`config.mk`:
```
export PLATFORM = sky130hd
export DESIGN_NAME = regfile_write_arbiter
export DESIGN_NICKNAME = d
export VERILOG_FILES = /design/src/rtl/regfile_write_arbiter.sv
export SDC_FILE = /design/constraint.sdc
export NUM_CORES = 1
export LEC_CHECK = 0
export ABC_AREA = 1
export CORE_UTILIZATION = 49
export CTS_CLUSTER_SIZE = 25
export DETAILED_ROUTE_END_ITERATION = 10
export GPL_TIMING_DRIVEN = 0
export PLACE_DENSITY_LB_ADDON = 0.05
export SETUP_SLACK_MARGIN = 0.02
export SKIP_CTS_REPAIR_TIMING = 1
export SYNTH_ARGS = -nofsm -noshare
export SYNTH_HDL_FRONTEND = slang
export SYNTH_SLANG_ARGS = --single-unit
export TNS_END_PERCENT = 20
```
`constraint.sdc`:
```
create_clock -name clock -period 2.7 [get_ports clock]
set_clock_uncertainty 0.05 [all_clocks]
set_input_delay 0.405 -clock clock [delete_from_list [all_inputs] [get_ports clock]]
set_output_delay 0.405 -clock clock [all_outputs]
set_load 0.005 [all_outputs]
```
`src/rtl/regfile_write_arbiter.sv`:
```
// Two-requester writeback arbiter for the register file write port, with per-requester FIFOs,
// round-robin draining and read-after-write hazard reporting for two read addresses.
module regfile_write_arbiter #(
    parameter int unsigned AW    = 6,
    parameter int unsigned DW    = 32,
    parameter int unsigned DEPTH = 2
) (
    input  logic          clock,
    input  logic          reset,
    input  logic          a_valid,
    output logic          a_ready,
    input  logic [AW-1:0] a_addr,
    input  logic [DW-1:0] a_data,
    input  logic          b_valid,
    output logic          b_ready,
    input  logic [AW-1:0] b_addr,
    input  logic [DW-1:0] b_data,
    output logic [AW-1:0] write_reg,
    output logic [DW-1:0] write_data,
    output logic          reg_write,
    input  logic [AW-1:0] read1,
    input  logic [AW-1:0] read2,
    output logic          busy1,
    output logic          busy2,
    output logic          idle
);

    localparam int unsigned PW = $clog2(DEPTH);
    localparam int unsigned CW = PW + 1;

    logic [AW-1:0] a_addr_q [DEPTH];
    logic [DW-1:0] a_data_q [DEPTH];
    logic [AW-1:0] b_addr_q [DEPTH];
    logic [DW-1:0] b_data_q [DEPTH];

    logic [PW-1:0] a_rd_q, a_rd_d, a_wr_q, a_wr_d;
    logic [PW-1:0] b_rd_q, b_rd_d, b_wr_q, b_wr_d;
    logic [CW-1:0] a_cnt_q, a_cnt_d, b_cnt_q, b_cnt_d;
    logic          last_q, last_d;  // 0: A granted most recently, 1: B

    logic [AW-1:0] write_reg_q, write_reg_d;
    logic [DW-1:0] write_data_q, write_data_d;
    logic          reg_write_q, reg_write_d;

    logic a_push, b_push, a_empty, b_empty, grant_a, grant_b;
    logic [AW-1:0] head_addr;
    logic [DW-1:0] head_data;
    logic [DEPTH-1:0] a_vld, b_vld;

    assign a_ready = (a_cnt_q != CW'(DEPTH));
    assign b_ready = (b_cnt_q != CW'(DEPTH));
    assign a_push  = a_valid && a_ready;
    assign b_push  = b_valid && b_ready;
    assign a_empty = (a_cnt_q == '0);
    assign b_empty = (b_cnt_q == '0);

    assign grant_a = !a_empty && (b_empty || last_q);
    assign grant_b = !b_empty && (a_empty || !last_q);

    always_comb begin
        head_addr = b_addr_q[b_rd_q];
        head_data = b_data_q[b_rd_q];
        if (grant_a) begin
            head_addr = a_addr_q[a_rd_q];
            head_data = a_data_q[a_rd_q];
        end
    end

    always_comb begin
        a_wr_d  = a_push  ? a_wr_q + PW'(1) : a_wr_q;
        b_wr_d  = b_push  ? b_wr_q + PW'(1) : b_wr_q;
        a_rd_d  = grant_a ? a_rd_q + PW'(1) : a_rd_q;
        b_rd_d  = grant_b ? b_rd_q + PW'(1) : b_rd_q;
        a_cnt_d = a_cnt_q;
        b_cnt_d = b_cnt_q;
        if (a_push && !grant_a) a_cnt_d = a_cnt_q + CW'(1);
        else if (!a_push && grant_a) a_cnt_d = a_cnt_q - CW'(1);
        if (b_push && !grant_b) b_cnt_d = b_cnt_q + CW'(1);
        else if (!b_push && grant_b) b_cnt_d = b_cnt_q - CW'(1);
        last_d       = last_q;
        write_reg_d  = write_reg_q;
        write_data_d = write_data_q;
        reg_write_d  = 1'b0;
        if (grant_a || grant_b) begin
            last_d       = grant_b;
            write_reg_d  = head_addr;
            write_data_d = head_data;
            // Writes to register 0 are drained but never reach the register file.
            reg_write_d  = (head_addr != '0);
        end
    end

    always_ff @(posedge clock) begin
        if (a_push) begin
            a_addr_q[a_wr_q] <= a_addr;
            a_data_q[a_wr_q] <= a_data;
        end
        if (b_push) begin
            b_addr_q[b_wr_q] <= b_addr;
            b_data_q[b_wr_q] <= b_data;
        end
    end

    always_ff @(posedge clock) begin
        if (reset) begin
            a_rd_q       <= '0;
            a_wr_q       <= '0;
            a_cnt_q      <= '0;
            b_rd_q       <= '0;
            b_wr_q       <= '0;
            b_cnt_q      <= '0;
            last_q       <= 1'b1;
            write_reg_q  <= '0;
            write_data_q <= '0;
            reg_write_q  <= 1'b0;
        end else begin
            a_rd_q       <= a_rd_d;
            a_wr_q       <= a_wr_d;
            a_cnt_q      <= a_cnt_d;
            b_rd_q       <= b_rd_d;
            b_wr_q       <= b_wr_d;
            b_cnt_q      <= b_cnt_d;
            last_q       <= last_d;
            write_reg_q  <= write_reg_d;
            write_data_q <= write_data_d;
            reg_write_q  <= reg_write_d;
        end
    end

    // Slot i holds a live entry when its distance from the read pointer is below the count.
    always_comb begin
        for (int i = 0; i < DEPTH; i++) begin
            a_vld[i] = ({1'b0, PW'(PW'(i) - a_rd_q)} < a_cnt_q);
            b_vld[i] = ({1'b0, PW'(PW'(i) - b_rd_q)} < b_cnt_q);
        end
    end

    always_comb begin
        busy1 = reg_write_q && (write_reg_q == read1);
        busy2 = reg_write_q && (write_reg_q == read2);
        for (int i = 0; i < DEPTH; i++) begin
            if ((a_vld[i] && a_addr_q[i] == read1) || (b_vld[i] && b_addr_q[i] == read1)) begin
                busy1 = 1'b1;
            end
            if ((a_vld[i] && a_addr_q[i] == read2) || (b_vld[i] && b_addr_q[i] == read2)) begin
                busy2 = 1'b1;
            end
        end
        if (read1 == '0) busy1 = 1'b0;
        if (read2 == '0) busy2 = 1'b0;
    end

    assign write_reg  = write_reg_q;
    assign write_data = write_data_q;
    assign reg_write  = reg_write_q;
    assign idle       = a_empty && b_empty && !reg_write_q;

endmodule

```
; Yosys cells after proc, flatten, opt, wreduce, memory -nomap -nowiden
; Memory sizes are Yosys's and may differ from the RTL's. A register that Yosys moved wholly into a read port is not among the register bits.
; Index checks and enable logic that the tools add are counted.
[word_totals]
latchBits = 0
word_cells = 110
reg_bits = 48
in_bits = 92
output_inout_bits = 44
mem_count = 4
romBits = 0
ram_bits = 152
[op_classes]
n_mux = 24
n_eq_ne = 12
bitwise_logic = 1
add_sub_neg = 12
n_shift = 0
reduce_logical = 43
n_mul = 0
n_lt_le_gt_ge = 4
div_mod_pow = 0
[mem_list]
columns = name, depth, word_bits, rd, rd_ports_with_merged_regs, wr, line_no
row1 = a_data_q, 2, 32, 1, 1, 1, 32  ; logic [DW-1:0] a_data_q [DEPTH];
row2 = b_data_q, 2, 32, 1, 1, 1, 34  ; logic [DW-1:0] b_data_q [DEPTH];
row3 = a_addr_q, 2, 6, 3, 1, 1, 31  ; logic [AW-1:0] a_addr_q [DEPTH];
row4 = b_addr_q, 2, 6, 3, 1, 1, 33  ; logic [AW-1:0] b_addr_q [DEPTH];
[op_table]
columns = operator, n
row1 = 6-bit == test, 10
row2 = 32-bit two-way mux, 1
row3 = 1-bit logical AND, 20
row4 = 1-bit two-way mux, 18
row5 = 6-bit zero test, 2
row6 = 1-bit zero test, 8
row7 = 1-bit by 2-bit < comparator with 1-bit output, 4
row8 = 2-bit two-way mux, 4
row9 = 1-bit logical OR, 7
row10 = 6-bit two-way mux, 1
row11 = 6-bit nonzero test, 1
row12 = 1-bit adder (second input constant), 4
row13 = 2-bit by 1-bit adder with 2-bit output (second input constant), 2
row14 = 2-bit zero test, 2
row15 = 2-bit inequality test (second input constant), 2
row16 = 2-bit nonzero test, 2
row17 = 1-bit subtractor (first input constant), 4
row18 = 2-bit by 1-bit subtractor with 2-bit output (second input constant), 2
row19 = 2-bit OR reduction, 1
row20 = 1-bit NOT, 1

; Logic depth before layout (Yosys ltp)
; Gate-level depths: netlist (run 1).
[logic_depth]
word_depth = 7
ltp_mapped = 11
mapped_depth_nobuf = 10

; Worst setup path after synthesis (run 1)
; No wires, ideal clock.
[synth_path]
path_kind = register to register
start = register a_cnt_q[0]
end = memory a_addr_q[1][0] (enable)
path_slack_ps = -18
setup_ps = 435
n_path_buf = 0
synth_period_minus_slack_ps = 2718
stages_incl_launch_ff = 5
arrival_ps = 2233
required_time_ps = 2215
cell_sequence = dfxtp_1 > inv_4 > nand2_1 > nand2_1 > nor2_1
[synth_between]
elab_chain_cells = 4
[synth_lines]
columns = item, line_no
row1 = start: declaration, 38  ; logic [CW-1:0] a_cnt_q, a_cnt_d, b_cnt_q, b_cnt_d;
row2 = start signal: assignment, 119  ; a_cnt_q <= a_cnt_d;
row3 = 2-bit inequality test, 50  ; assign a_ready = (a_cnt_q != CW'(DEPTH));
row4 = net a_ready, 11  ; output logic a_ready,
row5 = 1-bit logical AND, 52  ; assign a_push = a_valid && a_ready;
row6 = 1-bit two-way mux, 94  ; if (a_push) begin
row7 = 1-bit two-way mux (implied by the code), 95  ; a_addr_q[a_wr_q] <= a_addr;
row8 = end: declaration, 31
; The timed path passes the listed nets, and every way through them passes these cells.

; Worst setup path in the final report (run 1)
[layout_path]
start = register a_cnt_q[1]
end = output idle
[layout_between]
elab_chain_cells = 3
[layout_lines]
columns = item, line_no
row1 = 2-bit zero test, 54  ; assign a_empty = (a_cnt_q == '0);
row2 = 1-bit logical AND (2 in series), 156  ; assign idle = a_empty && b_empty && !reg_write_q;
row3 = end: declaration, 25  ; output logic idle
; Every way passes these cells.

==> results of run 1 <==
==> worst reg2reg max path: stages, from the launching register on <==
cell and delay, ns:
dfxtp_1 0.36, nor2_1 0.09, o21ai_2 0.21, buf_6 0.21
buf_2 0.26, ha_1 0.29, a21oi_1 0.12, o21ai_0 0.11
o21ai_0 0.15, a21oi_1 0.06
==> cell families after synthesis <==
family	share of synthesized area, %
simple gates	13.8
fa+ha+maj	0.287
flops	63.8
compound gates	6.71
mux	7.78
buf+inv	5.08
xor+xnor	2.61
==> power groups by stage <==
stage | clock network [mW] | logic [mW] | registers [mW]
floorplan | 0 | 2.48 | 4.31
global placement | 0 | 3.88 | 4.36
detailed placement | 0 | 4.01 | 4.35
CTS | 3.25 | 4.03 | 4.29
global route | 3.36 | 4.41 | 4.35
finish | 3.19 | 4.03 | 4.29
==> Yosys cell counts (all sizes together) <==
master	n	area share, %
o22ai	1	0.072
dfxtp	50	11
buf	31	2.3
mux2i	33	3.8
a21boi	1	0.086
clkbuf	8	0.39
nor2	37	2.0
nor3	3	0.17
xor2	12	1.2
xnor2	14	1.4
o21ai	76	4.4
a21oi	30	2.2
mux2	31	4.0
nand3	42	2.4
edfxtp	152	52
nand2	195	8.7
ha	2	0.29
or2	1	0.072
inv	56	2.4
nand4	6	0.43
==> path summary, 6_finish.rpt <==
check	slack [ns]	start	end	cells after the start
worst max-delay path	0.16	a_cnt_q[1]	idle	7
worst min-delay path	0.42	a_data[23]	a_data_q[0][23]	1
worst max register to register	0.69	b_cnt_q[1]	a_cnt_q[1]	9
worst min register to register	0.42	write_data[21]	write_data[21]	2
==> through the flow <==
| step | setup TNS (ns) | total power [mW] |
|---|---|---|
| after floorplan | -0.225 | 6.79 |
| after global placement | -227.42 | 8.24 |
| after detailed placement | -0.0959 | 8.36 |
| after CTS | -0.111 | 11.6 |
| after global routing | 0 | 12.1 |
| final | 0 | 11.5 |
==> layout by cell type, fill, tap and decap left out, types with 2 or more instances in the layout <==
master and n:
ha_1 2, xnor2_1 14, clkbuf_8 4, nand4_1 6, dfxtp_1 50, buf_12 4, nor2_4 4, dlymetal6s2s_1 3
inv_2 6, nor2_1 30, clkbuf_2 3, nand2_1 191, buf_2 21, clkbuf_1 11, nor3_1 3, inv_1 49
buf_4 4, mux2i_1 33, o21ai_2 2, clkdlybuf4s50_1 121, o21ai_0 20, xor2_1 12, clkinv_2 2, buf_6 6
edfxtp_1 152, bufinv_16 4, nand3_1 42, clkbuf_16 22, o21ai_1 54, nor2_8 2, a21oi_2 11, nand2_2 2
mux2_2 30, a21oi_1 19
==> metal layers <==
| layer | up-vias | global-route usage (%) |
|---|---|---|
| met2 | 218 | 40.7 |
| li1 | 2987 | - |
| met4 | 0 | 7.62 |
| met1 | 2938 | 30.6 |
| met5 | - | 0 |
| met3 | 36 | 3.97 |
==> layout make-up <==
cell class	count	area [um^2]
plain buffers	39	236
clock buffers	32	628
clock inverters	8	154
fillers	1355	6190
inverters	56	213
multi-input cells	484	2760
flip-flops and latches	202	5570
well taps	225	282
repair buffers	128	1330
==> results.tsv, run 1 <==
stage	metric	value	unit
sta	Final setup violation count	0	
worst_setup_path	Worst Path Buf+Inv	4	
outcome	status	finished clean	
cells_and_area	design area	11200	um^2
sta	fmax	0.393	GHz
place	placed insts	1134	
floorplan	chip height	135	um
pwr	LEAKAGE	4.35	nW
routing	met3 WL post-DR	1150	um
global_routing	Total Routing Usage GR	23.7	%
pwr	Internal	7.69	mW
global_routing	total gr overflow	0	
cells_and_area	synthesis-to-layout area growth	27.9	%
cts	Max clock buf depth	3	
flow_run	max_cap viols	0	
cts	Clock Sinks	202	
routing	antenna viol nets, final	0	
worst_setup_path	Top delay family on crit path	buffers and inverters	
worst_setup_path	CP peak stage delay	0.49	ns
place	Placement Setup Slack	-0.0959	ns
routing	M1 wire length	9060	um
floorplan	Cell Rows	48	
worst_setup_path	CP Class	reg -> out	
yosys	unique cell type count in the Yosys netlist	33	
worst_setup_path	CP startpoint kind	flip-flop	
yosys	Ys Warns	0	
floorplan	full die area	18300	um^2
cts	Clock transition at path regs	0.06	ns
cells_and_area	non-filler cells, final	1174	
routing	Routed WL per cell	18.2	um
pwr	pwr/cell area	1030	nW/um^2
floorplan	initial core utilization	50.3	%
routing	WL met2	10600	um
floorplan	IO Count	136	
sta	final hold violation count	0	
worst_setup_path	CP max FO	10	
cells_and_area	layout cells sized above 1	14.1	%
sta	minimum clock period	2.54	ns
worst_setup_path	worst path arrival time	2.09	ns
yosys	Seq/Total Area, Yosys	63.8	%
worst_setup_path	Setup crit end kind	primary output	
sta	period utilization	94.2	%
yosys	net count after synthesis	875	
cts	H-tree Lvls	1	
pwr	logic gate share of total power	35.0	%
sta	Relative slew margins	53.9	%
floorplan	Core Area	17400	um^2
routing	final wirelength	21300	um
pwr	Sequential Power Share	37.3	%
cells_and_area	post-layout util	64.3	%
routing	DRT Pass-1 Iters	7	
cts	total CTS buffers	22	
place	RePlAce Congestion	0.910	
routing	initial DRC count	433	
worst_setup_path	worst-path cell chain	inv_2 > nand2_8 > nor2_8 > buf_6 > inv_1 > nor2_1 > clkdlybuf4s50_1	
cts	TritonCTS clock tree	done	
cts	root buffer cell	clkbuf_16	
sta	final hold slack	0.418	ns
sta	RSZ-0062 raised after global routing	false	
yosys	Cell Area, Synth	8730	um^2
global_routing	initial antenna violation count	0	
pwr	Max IR drop VDD	0.537	mV
routing	Post-route DRC	0	
sta	Tightest Pin Transition	0.690	ns
sta	Slew Viols, Final	0	
global_routing	global-route wire length before repair	32700	um
place	dpl cell area	10400	um^2
place	Port Buffers	124	
cts	worst skew pair latency	0.51	ns
place	DPL Wire Length	15000	um
worst_setup_path	Slowest cell on crit path	clkdlybuf4s50_1	
yosys	Syn Area/Cell	11.2	um^2
global_routing	vias in the first global route	6112	
cells_and_area	Final Net Count	1027	
pwr	Sw Share	33.2	%
routing	top layer used by detailed routing	met4	
yosys	Synth Instances	781	
sta	Final Worst Setup Slack	0.157	ns
floorplan	Die X	135	um
global_routing	pin count of the biggest net entering global routing	29	
worst_setup_path	WP data required	2.25	ns
min_path	Hold Crit Class	in -> reg	
yosys	synthesis-stage register bit count	202	
pwr	clock network power share	27.7	%
pwr	Sw Pwr	3.83	mW
routing	detailed-route via count	6179	
cells_and_area	Antenna diodes	0	
routing	vias per std cell	5.26	
No activity file was read; power rests on OpenSTA's default activity.
==> run 2: changes to the inputs <==
--- a/config.mk
+++ b/config.mk
@@ -9,7 +9,6 @@
 export CORE_UTILIZATION = 49
 export CTS_CLUSTER_SIZE = 25
 export DETAILED_ROUTE_END_ITERATION = 10
-export GPL_TIMING_DRIVEN = 0
 export PLACE_DENSITY_LB_ADDON = 0.05
 export SETUP_SLACK_MARGIN = 0.02
 export SKIP_CTS_REPAIR_TIMING = 1
==> results.tsv, run 2 (synthesis gave the netlist of run 1 again) <==
stage	metric	value	unit
routing	antenna viol nets, final	0	
worst_setup_path	CP Class	reg -> out	
global_routing	pin count of the biggest net entering global routing	36	
floorplan	chip height	135	um
worst_setup_path	flop2flop setup slack	0.43	ns
sta	RSZ-0062 raised after global routing	false	
worst_setup_path	WP data required	2.25	ns
routing	vias per std cell	5.16	
worst_setup_path	Setup crit end kind	primary output	
floorplan	Core Area	17400	um^2
global_routing	vias in the first global route	6145	
floorplan	full die area	18300	um^2
cts	Clock transition at path regs	0.06	ns
global_routing	Total Routing Usage GR	23.8	%
routing	final wirelength	21100	um
cells_and_area	non-filler cells, final	1169	
sta	Final setup violation count	0	
sta	final hold slack	0.418	ns
worst_setup_path	worst path arrival time	1.96	ns
sta	minimum clock period	2.42	ns
global_routing	initial antenna violation count	0	
routing	Post-route DRC	0	
cells_and_area	Antenna diodes	0	
place	RePlAce Congestion	0.879	
min_path	Hold Crit Class	reg -> reg	
sta	Relative slew margins	30.1	%
routing	initial DRC count	353	
cells_and_area	most common cell after layout, fill and taps aside	nand2_1	
flow_run	max_cap viols	0	
worst_setup_path	CP startpoint kind	flip-flop	
cells_and_area	most frequent cells in the layout	nand2_1 (191), edfxtp_1 (152), clkdlybuf4s50_1 (125), o21ai_1 (54), inv_1 (50)	
global_routing	total gr overflow	0	
routing	DRT Pass-1 Iters	5	
global_routing	global-route wire length before repair	33000	um
pwr	LEAKAGE	4.38	nW
floorplan	Die X	135	um
cells_and_area	area of the multi-input gates	2760	um^2
cells_and_area	layout cells sized above 1	12.7	%
sta	fmax	0.413	GHz
cts	TritonCTS clock tree	done	
sta	period utilization	89.6	%
pwr	pwr/cell area	990	nW/um^2
cells_and_area	register area	5570	um^2
place	Port Buffers	135	
routing	detailed-route via count	6035	
sta	setup TNS	0	ns
cts	H-tree Lvls	1	
cts	Clock Sinks	202	
outcome	status	finished clean	
sta	Tightest Pin Transition	1.04	ns
floorplan	initial core utilization	50.3	%
place	DPL Wire Length	14300	um
sta	final hold violation count	0	
floorplan	Cell Rows	48	
cts	worst skew pair latency	0.51	ns
pwr	Max IR drop VDD	0.610	mV
routing	Routed WL per cell	18.0	um
floorplan	IO Count	136	
cts	Max clock buf depth	3	
cells_and_area	number of fillers in the final layout	1379	
pwr	Tot Pwr	11.1	mW
cts	total CTS buffers	22	
sta	Slew Viols, Final	0	
cts	root buffer cell	clkbuf_16	
cells_and_area	Final Net Count	1022	
place	placed insts	1126	
worst_setup_path	CP max FO	9	
cells_and_area	synthesis-to-layout area growth	28.3	%
## run 2: changes by cell type in the layout (fill, tap and decap cells not counted), moves of 4 or more
| cell | previous run | this run |
|---|---|---|
| buf_2 | 21 | 0 |
| buf_4 | 4 | 20 |
| clkbuf_1 | 11 | 3 |
| dlymetal6s2s_1 | 3 | 10 |
| buf_6 | 6 | 0 |
| clkinv_1 | 0 | 6 |
| clkdlybuf4s50_1 | 121 | 125 |
## run 2: final timing paths
path	from	to	cells past startpoint
max reg2reg	b_cnt_q[1]	a_cnt_q[1]	7
max	a_cnt_q[1]	idle	6
min	write_data[15]	write_data[15]	2
min reg2reg	write_data[15]	write_data[15]	2
## run 2: where the power goes
group	switching [mW]	internal [mW]	leakage, nW	total (mW)
Combinational	2.21	1.62	2.20	3.83
Sequential	0.361	4.00	1.83	4.36
Clock	1.17	1.72	0.347	2.89
## run 2: area by class of cell
type	instances	area share [%]
Clock buffer	26	5.14
Clock inverter	14	1.14
Inverter	56	1.90
Multi-Input combinational cell	484	24.7
Sequential cell	202	49.7
Tap cell	225	2.51
Timing Repair Buffer	162	14.9
## run 2: layer usage
metal | wire (um) | share of wire (%) | GRT usage (%)
met3 | 971 | 4.6 | 3.89
met4 | 456 | 2.2 | 7.30
met2 | 9940 | 47 | 39.6
met1 | 9700 | 46 | 31.9
met5 | 0 | 0 | 0
## run 2: metrics by stage
stage	setup slack (ns)	instance area, um^2	utilization [%]
6_report	0.281	11200	64.5
5_1_grt	0.165	11200	64.5
4_1_cts	-0.0944	11100	64.2
3_5_place_dp	-0.0916	10400	60.1
3_3_place_gp	-0.0962	10400	60.1
2_1_floorplan	-0.00471	8730	-
## run 2: critical path, cell delays in order, from the launching register on
cell,delay [ns]
dfxtp_1,0.32
inv_2,0.13
nand2_8,0.09
nor2_8,0.24
inv_1,0.07
nor2_1,0.09
clkdlybuf4s50_1,0.50
==> run 3: changes to the inputs <==
--- a/config.mk
+++ b/config.mk
@@ -6,9 +6,10 @@
 export NUM_CORES = 1
 export LEC_CHECK = 0
 export ABC_AREA = 1
-export CORE_UTILIZATION = 49
+export CORE_UTILIZATION = 57
 export CTS_CLUSTER_SIZE = 25
 export DETAILED_ROUTE_END_ITERATION = 10
+export DONT_BUFFER_PORTS = 1
 export PLACE_DENSITY_LB_ADDON = 0.05
 export SETUP_SLACK_MARGIN = 0.02
 export SKIP_CTS_REPAIR_TIMING = 1
==> results.tsv, run 3 (synthesis gave the netlist of run 1 again) <==
stage	metric	value	unit
worst_setup_path	CP startpoint kind	flip-flop	
cts	H-tree Lvls	1	
sta	period utilization	83.6	%
pwr	Sw Share	34.4	%
worst_setup_path	Top delay family on crit path	buffers and inverters	
cells_and_area	Final Net Count	949	
cells_and_area	register area	5570	um^2
routing	final wirelength	20200	um
routing	antenna viol nets, final	0	
worst_setup_path	CP Class	reg -> out	
worst_setup_path	Setup crit end kind	primary output	
cts	TritonCTS clock tree	done	
cts	Clock transition at path regs	0.06	ns
place	RePlAce Congestion	0.921	
floorplan	initial core utilization	59.2	%
sta	Slew Viols, Final	0	
floorplan	chip height	126	um
pwr	Tot Pwr	10.5	mW
worst_setup_path	WP data required	2.25	ns
floorplan	IO Count	136	
worst_setup_path	CP max FO	34	
pwr	pwr/cell area	1010	nW/um^2
pwr	LEAKAGE	4.00	nW
sta	fmax	0.443	GHz
routing	Routed WL per cell	19.2	um
global_routing	vias in the first global route	5572	
flow_run	max_cap viols	0	
sta	Relative slew margins	49.9	%
outcome	status	finished clean	
global_routing	initial antenna violation count	0	
sta	Tightest Pin Transition	0.751	ns
pwr	Sw Pwr	3.60	mW
place	DPL Wire Length	13600	um
worst_setup_path	Worst Path Buf+Inv	3	
pwr	clock network power share	27.6	%
floorplan	Die X	126	um
worst_setup_path	CP peak stage delay	0.41	ns
global_routing	pin count of the biggest net entering global routing	59	
pwr	Internal	6.87	mW
sta	final hold violation count	0	
floorplan	Cell Rows	44	
cells_and_area	most frequent cells in the layout	nand2_1 (191), edfxtp_1 (152), dlygate4sd3_1 (76), o21ai_1 (55), inv_1 (50)	
worst_setup_path	Slowest cell on crit path	buf_4	
floorplan	full die area	15800	um^2
pwr	Sequential Power Share	42.5	%
worst_setup_path	R2R depth	9	
sta	minimum clock period	2.26	ns
worst_setup_path	critical path depth	6	
sta	Final Worst Setup Slack	0.444	ns
cells_and_area	area of the multi-input gates	2760	um^2
min_path	hold path start	reset	
routing	Post-route DRC	0	
global_routing	total gr overflow	0	
min_path	hold-critical path endpoint	reg_write	
cells_and_area	synthesis-to-layout area growth	18.9	%
global_routing	global-route wire length before repair	30500	um
cts	worst skew pair latency	0.50	ns
pwr	logic gate share of total power	29.9	%
routing	DRT Pass-1 Iters	5	
cts	Clock Sinks	202	
cells_and_area	layout cells sized above 1	12.5	%
cts	root buffer cell	clkbuf_16	
worst_setup_path	RR Endpoint	b_cnt_q[1]	
floorplan	Core Area	14800	um^2
pwr	Max IR drop VDD	0.665	mV
place	Placement Setup Slack	0.851	ns
min_path	Hold Crit Class	in -> reg	
min_path	worst hold path stage count	3	
worst_setup_path	worst-path cell chain	inv_2 > nand2_8 > nor2_8 > buf_4 > inv_1 > nor2_1	
cts	Max clock buf depth	3	
place	Port Buffers	0	
worst_setup_path	reg2reg start	b_cnt_q[0]	
cts	total CTS buffers	22	
sta	Final setup violation count	0	
cells_and_area	Antenna diodes	0	
routing	vias per std cell	5.56	
worst_setup_path	flop2flop setup slack	0.87	ns
cells_and_area	number of fillers in the final layout	1104	
sta	RSZ-0062 raised after global routing	false	
worst_setup_path	worst path arrival time	1.80	ns
global_routing	Total Routing Usage GR	25.4	%
routing	initial DRC count	411	
routing	detailed-route via count	5863	
cells_and_area	most common cell after layout, fill and taps aside	nand2_1	
sta	final hold slack	0.0350	ns
## run 3: worst max path at each step
stage | to | from | slack, ns
5_1_grt | idle | a_cnt_q[1] | 0.32
6_report | idle | a_cnt_q[1] | 0.44
2_1_floorplan | b_addr_q[1][0] | b_cnt_q[0] | -0.005
3_5_place_dp | a_cnt_q[1] | a_cnt_q[0] | 0.85
3_3_place_gp | a_data_q[1][28] | a_cnt_q[0] | 0.90
4_1_cts | busy1 | a_addr_q[1][5] | 0.43
## run 3: cell type report
class                      count  share of cell area, %
sequential                   202                   53.6
multi-input combinational    484                   26.6
timing repair buffer          89                   8.63
clock buffer                  33                   6.38
tap                          184                   2.22
inverter                      56                   2.05
clock inverter                 7                  0.530
## run 3: per-layer routing
metal / wire length [um] / track usage, %
met3: 1620 / 8.28
met5: 0 / 0
met2: 9970 / 42.1
met1: 8140 / 31.1
met4: 508 / 9.07
## run 3: power by group through the flow
stage,clock network [mW],logic [mW],registers (mW)
floorplan,0,2.48,4.31
global placement,0,2.98,4.50
detailed placement,0,3.04,4.51
CTS,2.92,3.04,4.45
global route,3.05,3.48,4.52
finish,2.89,3.14,4.45
## run 3: stage by stage
stage                     instance area (um^2)  setup TNS (ns)  util, %  cells
after floorplan                           8730          -0.225        -    781
after global placement                    8900               0     60.3    939
after detailed placement                  8900               0     60.3    939
after CTS                                 9620               0     65.2    979
after global routing                     10400               0     70.4   1055
final                                    10400               0     70.4   1055
## run 3: worst reg2reg max path, delay by kind of cell, from the launching register on
family          cells  cell delay (ns)
simple gates        2             0.31
compound gates      4             0.46
fa+ha+maj           1             0.34
flops               1             0.33
buf+inv             2             0.22
==> variant (settings of run 3) <==
Reset style: asynchronous (`reset`), changed in one clocked block.
--- a/src/rtl/regfile_write_arbiter.sv
+++ b/src/rtl/regfile_write_arbiter.sv
@@ -102,5 +102,5 @@
     end
 
-    always_ff @(posedge clock) begin
+    always_ff @(posedge clock or posedge reset) begin
         if (reset) begin
             a_rd_q       <= '0;
Formal check against the unedited RTL: differs if reset is asserted again (counterexample within 4 cycles, from zero or initial values and one cycle with reset high); with reset held inactive, the same outputs for 4 cycles.
==> variant against run 3 <==
The run now ends with DRC left. Total power rose by 9.2%. Sequential cell count fell by 2. Worst hold slack got worse by 0.028 ns. Setup slack got worse by 0.16 ns. Final cell count fell by 0.95%. Routed wire length rose by 6.1%. Area after synthesis fell by 1.3%. Synthesized cell count rose by 0.77%. Register-to-register slack got worse by 0.41 ns. Critical path depth fell by 1. Final area fell by 2.7%.
==> variant: results (changes against run 3) <==
{| class="wikitable"
! Metric !! Value
|-
| Run status || finished with violations
|-
| Violations in the final reports || DRC
|-
| Startpoint of the most critical setup path || a_cnt_q[0]
|-
| Fill cell instance count of the final layout || 1074 (-2.7%)
|-
| Relative slew slack || 0.375 (-0.123)
|-
| Combinational cell power || 0.00389 W (+24%)
|-
| Number of clock buffers inserted by TritonCTS || 17 (-23%)
|-
| Number of cell instances on the worst register-to-register path || 7 (-2)
|-
| Maximum clock path buffer count || 2 (-1)
|-
| Endpoint arrival time on the critical path || 1.96 ns (+0.16 ns)
|-
| Share of cells above drive strength 1 || 0.0778 (-0.0473)
|-
| Synth area leaders || sky130_fd_sc_hd__edfxtp_1 53%, sky130_fd_sc_hd__dfrtp_1 14%, sky130_fd_sc_hd__nand2_1 6.0%
|-
| Placer congestion estimate || 0.969 (+5.3%)
|-
| Number of global-route vias before repair || 5573 (+0.018%)
|-
| Via count normalized by instance count || 5.72 (+2.9%)
|-
| DRC errors left || 14 (+14)
|-
| CTS HTree Levels || 4 (+3)
|-
| Placed Instances || 946 (+0.75%)
|-
| Worst-case register-to-register setup slack || 0.46 ns (-0.41 ns)
|-
| Nets || 942 (-0.74%)
|-
| DPL Wire Length || 13400 um (-1.3%)
|-
| Synth cell types || 26 (-21%)
|-
| Net load switching power || 0.00433 W (+20%)
|-
| Max rail drop VDD || 0.000831 V (+25%)
|-
| Share of synthesized registers carrying an async set or reset || 0.240 (+0.240)
|-
| Syn_nets || 881 (+0.69%)
|-
| Post-route worst setup slack || 0.286 ns (-0.157 ns)
|-
| End of the worst register-to-register path || a_cnt_q[1]
|-
| Number of search-and-repair iterations in the first detailed-routing pass || 8 (+3)
|-
| Total leakage power || 4.06 nW (+1.6%)
|-
| Worst slack at placement || 0.495 ns (-0.356 ns)
|}
[variant: cell types whose count changed after synthesis, sizes merged, moves of 25 or more]
cell,delta
nor2,+99
nand2,-52
dfxtp,-50
dfrtp,+47
o21ai,+44
mux2i,-33
a22o,+32
mux2,-31
nand3,-28
a21oi,-25
[variant: worst min-delay path by stage]
| stage | startpoint | slack (ns) | to |
|---|---|---|---|
| detailed placement | b_data[5] | 0.45 | b_data_q[0][5] |
| global route | a_data[14] | -0.0009 | a_data_q[1][14] |
| finish | reset | 0.007 | write_data[0] |
| CTS | a_data[19] | -0.005 | a_data_q[1][19] |
| floorplan | a_wr_q | 0.44 | a_wr_q |
| global placement | a_data[19] | 0.45 | a_data_q[0][19] |
[variant: final cells by class]
class	count	area, um2	area share
repair buffers	83	816	0.0808
multi-input cells	496	2480	0.246
clock buffers	18	429	0.0425
flip-flops and latches	200	5770	0.571
clock inverters	14	180	0.0178
inverters	50	188	0.0186
well taps	184	230	0.0228
[variant: critical path: stages, from the launching register on]
cell and delay [ns]:
sky130_fd_sc_hd__dfrtp_1 0.42, sky130_fd_sc_hd__inv_2 0.12, sky130_fd_sc_hd__nand2_4 0.27, sky130_fd_sc_hd__nor2_4 0.36, sky130_fd_sc_hd__inv_2 0.18, sky130_fd_sc_hd__nor2_1 0.15
[variant: per-layer routing]
metal	vias up	track usage	wire, um
met3	29	0.0820	1750
met4	0	0.0832	329
met1	2901	0.351	8880
li1	2788	-	-
met5	-	0	0
met2	257	0.436	10500
[variant: kinds of logic (layout without fill, tap and decap cells)]
family,count (synthesis),in the layout,share of synthesized area
simple gates,298,298,0.137
fa+ha+maj,2,2,0.00291
flops,200,200,0.670
buf+inv,91,165,0.0459
compound gates,158,158,0.106
xor+xnor,38,38,0.0387
